**config.mk**
```make
export PLATFORM = sky130hd
export DESIGN_NAME = full_adder_unit
export DESIGN_NICKNAME = d
export VERILOG_FILES = /design/src/rtl/full_adder_unit.sv
export SDC_FILE = /design/constraint.sdc
export NUM_CORES = 1
export LEC_CHECK = 0
export BUFFER_PORTS_ARGS = -buffer_cell sky130_fd_sc_hd__buf_4
export CAP_MARGIN = 20
export CELL_PAD_IN_SITES_DETAIL_PLACEMENT = 1
export CELL_PAD_IN_SITES_GLOBAL_PLACEMENT = 2
export CORE_AREA = 2 2 39 41
export CTS_CLUSTER_SIZE = 28
export DETAILED_ROUTE_END_ITERATION = 8
export DIE_AREA = 0 0 41 43
export GPL_TIMING_DRIVEN = 0
export HOLD_SLACK_MARGIN = 0.03
export PLACE_DENSITY_LB_ADDON = 0.1
export SYNTH_ARGS = -nofsm -noshare
export SYNTH_HDL_FRONTEND = slang
export SYNTH_SLANG_ARGS = --single-unit
```
**constraint.sdc**
```tcl
create_clock -name clk -period 2.26 [get_ports clk]
set_input_delay 0.113 -clock clk [delete_from_list [all_inputs] [get_ports clk]]
set_output_delay 0.113 -clock clk [all_outputs]
set_load 0.05 [all_outputs]
```
**src/rtl/full_adder_unit.sv**
```systemverilog
// Parameterised ripple-carry adder built from per-bit full-adder cells.
// Offers a combinational result and a one-cycle registered copy qualified by out_valid.
module full_adder_unit #(
  parameter int WIDTH = 1
) (
  input  logic             clk,
  input  logic             rst,
  input  logic             in_valid,
  input  logic [WIDTH-1:0] a,
  input  logic [WIDTH-1:0] b,
  input  logic             cin,
  output logic [WIDTH-1:0] sum_c,
  output logic             cout_c,
  output logic [WIDTH-1:0] sum,
  output logic             cout,
  output logic             out_valid
);

  // c[i] is the carry into bit i; c[WIDTH] is the final carry-out.
  logic [WIDTH:0] c;

  assign c[0] = cin;

  for (genvar i = 0; i < WIDTH; i++) begin : g_cell
    logic p;
    assign p          = a[i] ^ b[i];
    assign sum_c[i]   = p ^ c[i];
    assign c[i+1]     = (a[i] & b[i]) | (c[i] & p);
  end

  assign cout_c = c[WIDTH];

  // NOTE: non-blocking assignments keep every register sampling pre-edge values.
  always_ff @(posedge clk) begin
    if (rst) begin
      sum       <= '0;
      cout      <= 1'b0;
      out_valid <= 1'b0;
    end else if (in_valid) begin
      sum       <= sum_c;
      cout      <= cout_c;
      out_valid <= 1'b1;
    end else begin
      // Data is held for late readers but no longer flagged valid.
      out_valid <= 1'b0;
    end
  end

endmodule

```
==> run metrics <==
outcome=completed; Starting DRT DRC Count=1; PD cells=913 nW/um^2; most common cell after layout, fill and taps aside=buf_4; area fraction of the dominant cell type after synthesis=0.527; CTS Buffer Depth=2; initial antenna violation count=0; largest net degree at the start of global routing=4; H-tree depth=1; Tightest Pin Transition=0.121 ns; site row count=14; total congestion overflow=0; PortBufs=10; crit-path cells=buf_4 -> fa_1 -> buf_4; final hold vios=0; Hold Buf Count CTS=0; CTS tree=done; CP peak stage delay=0.56 ns; Psw=70.6 uW; share of layout cells above drive strength 1=0.565; Seq pwr share=0.273; GR Util All Layers=0.0522; Starting Density=0.0823; Net Sw Frac=0.329; Worst R2R Start=cout; io pins=11; Nets=31; post-synth top area cell=dfxtp_1; Synth warnings=0; post-synthesis sequential area ratio=0.527; CP Launch Type=input pin; Max FO, Critical Path=2; Placer Congestion=0.604; final slew viol count=0; Clk pwr share=0.452; wire length per cell=8.46 um; P_leak=0.000114 uW; drt first pass iters=4; period utilisation layout=0.487; postcts setup bufs=0; Avg Cell Area, Syn=12.7 um^2; RSZ-0062 raised after global routing=false; Die Y=43 um; CP endpoint kind=primary output; Vias=121; Slew headroom=0.917; most frequent cell on the critical path=buf_4; drt via density=3.10; Antenna Cells=0; core area=1380 um^2; DIE WIDTH=41 um; DRT antenna net count=0; min-delay src=rst; first-pass GRT wire length=476 um; Die Area=1760 um^2; Syn Nets=16; Unique masters post-synth=5; Min Clock Period, post-route=1.10 ns; Max Fclk=0.909 GHz; overall power=215 uW; Fin Clk Skew=0 ns; worst min-delay path category=input pin to register; VDD IR max=0.327 mV; drt total wl=330 um; vias in the first global route=112; CP required=2.15 ns; CP max-delay cell=fa_1; clk slew on worst S/H paths=0.04 ns; Final setup viols=0; commonest non-fill, non-tap cells in the layout=buf_4, clkbuf_4, dfxtp_1, mux2i_1, nor2_1; critical path launch point=a; register bit total from synthesis=3; Root Buffer Master=clkbuf_4; Post-Syn Area=114 um^2; Fin Setup TNS=0 ns; maxcap violations=0; number of CTS-inserted buffers=3; path type of the worst setup path=input pin to primary output; Combinational Power Share=0.275; Cell Int Power=144 uW; DR DRC count=0; clk sinks=3; synthesized instance count=9; top post-synthesis cells by area=dfxtp_1, fa_1, mux2i_1; clock latency on the worst-skew pair=0.24 ns; # resized after CTS=0; P&R area growth vs syn=107%; worst path arrival time=0.99 ns
## sequential cells by signal (all words and copies together), names as in the netlist
name and flops:
cout 1, out_valid 1, sum 1
## cell families after synthesis
kind of cell / Yosys count / share of synthesized area
flip-flops: 3 / 0.527
multiplexers: 2 / 0.176
AND/OR/NAND/NOR: 3 / 0.121
adder cells (fa/ha/maj): 1 / 0.176
## critical path: cells and delay by family
| family | cells | cell delay (ns) |
|---|---|---|
| buffers and inverters | 2 | 0.31 |
| adders and majority gates | 1 | 0.56 |
## cell type report
type,instances,area (um^2)
repair buffers,10,75.1
clock buffers,4,26.3
fillers,170,1150
multi-input cells,6,53.8
flip-flops and latches,3,60.1
well taps,16,20.0
## power groups by stage
stage / registers, uW / clock network, uW / logic, uW
after floorplan: 73.0 / 0 / 26.0
after global placement: 59.5 / 0 / 60.3
after detailed placement: 59.5 / 0 / 60.5
after CTS: 58.8 / 102 / 60.4
after global routing: 59.0 / 105 / 63.1
final: 58.7 / 97.1 / 59.1
## layer usage
metal	vias to the layer above	part of all wire	global-route usage
li1	56	-	-
met1	55	0.29	0.0418
met2	8	0.51	0.0563
met3	2	0.16	0.0628
met4	0	0.039	0.0600
met5	-	0	0
## cells in the mapped netlist, drive strengths merged
library cell  instances
dfxtp                 3
nor2                  2
fa                    1
mux2i                 2
nor2b                 1
## through the flow
stage                     worst slack, ns  area, um^2  hold slack (ns)  std cells   util
after global routing                 1.12         235           0.0604         39  0.170
final                                1.16         235           0.0535         39  0.170
after floorplan                     0.995         114            0.185          9      -
after CTS                            1.15         235           0.0482         39  0.170
after detailed placement             1.15         209            0.298         35  0.151
after global placement               1.15         209            0.297         35  0.151
## final timing paths
kind | endpoint | slack (ns) | cells after the start
setup / recovery | sum_c | 1.16 | 3
hold / removal | out_valid | 0.05 | 2
setup reg to reg | cout | 1.68 | 2
hold reg to reg | sum | 0.49 | 2
Note: power is estimated with default switching activity, not from simulation.
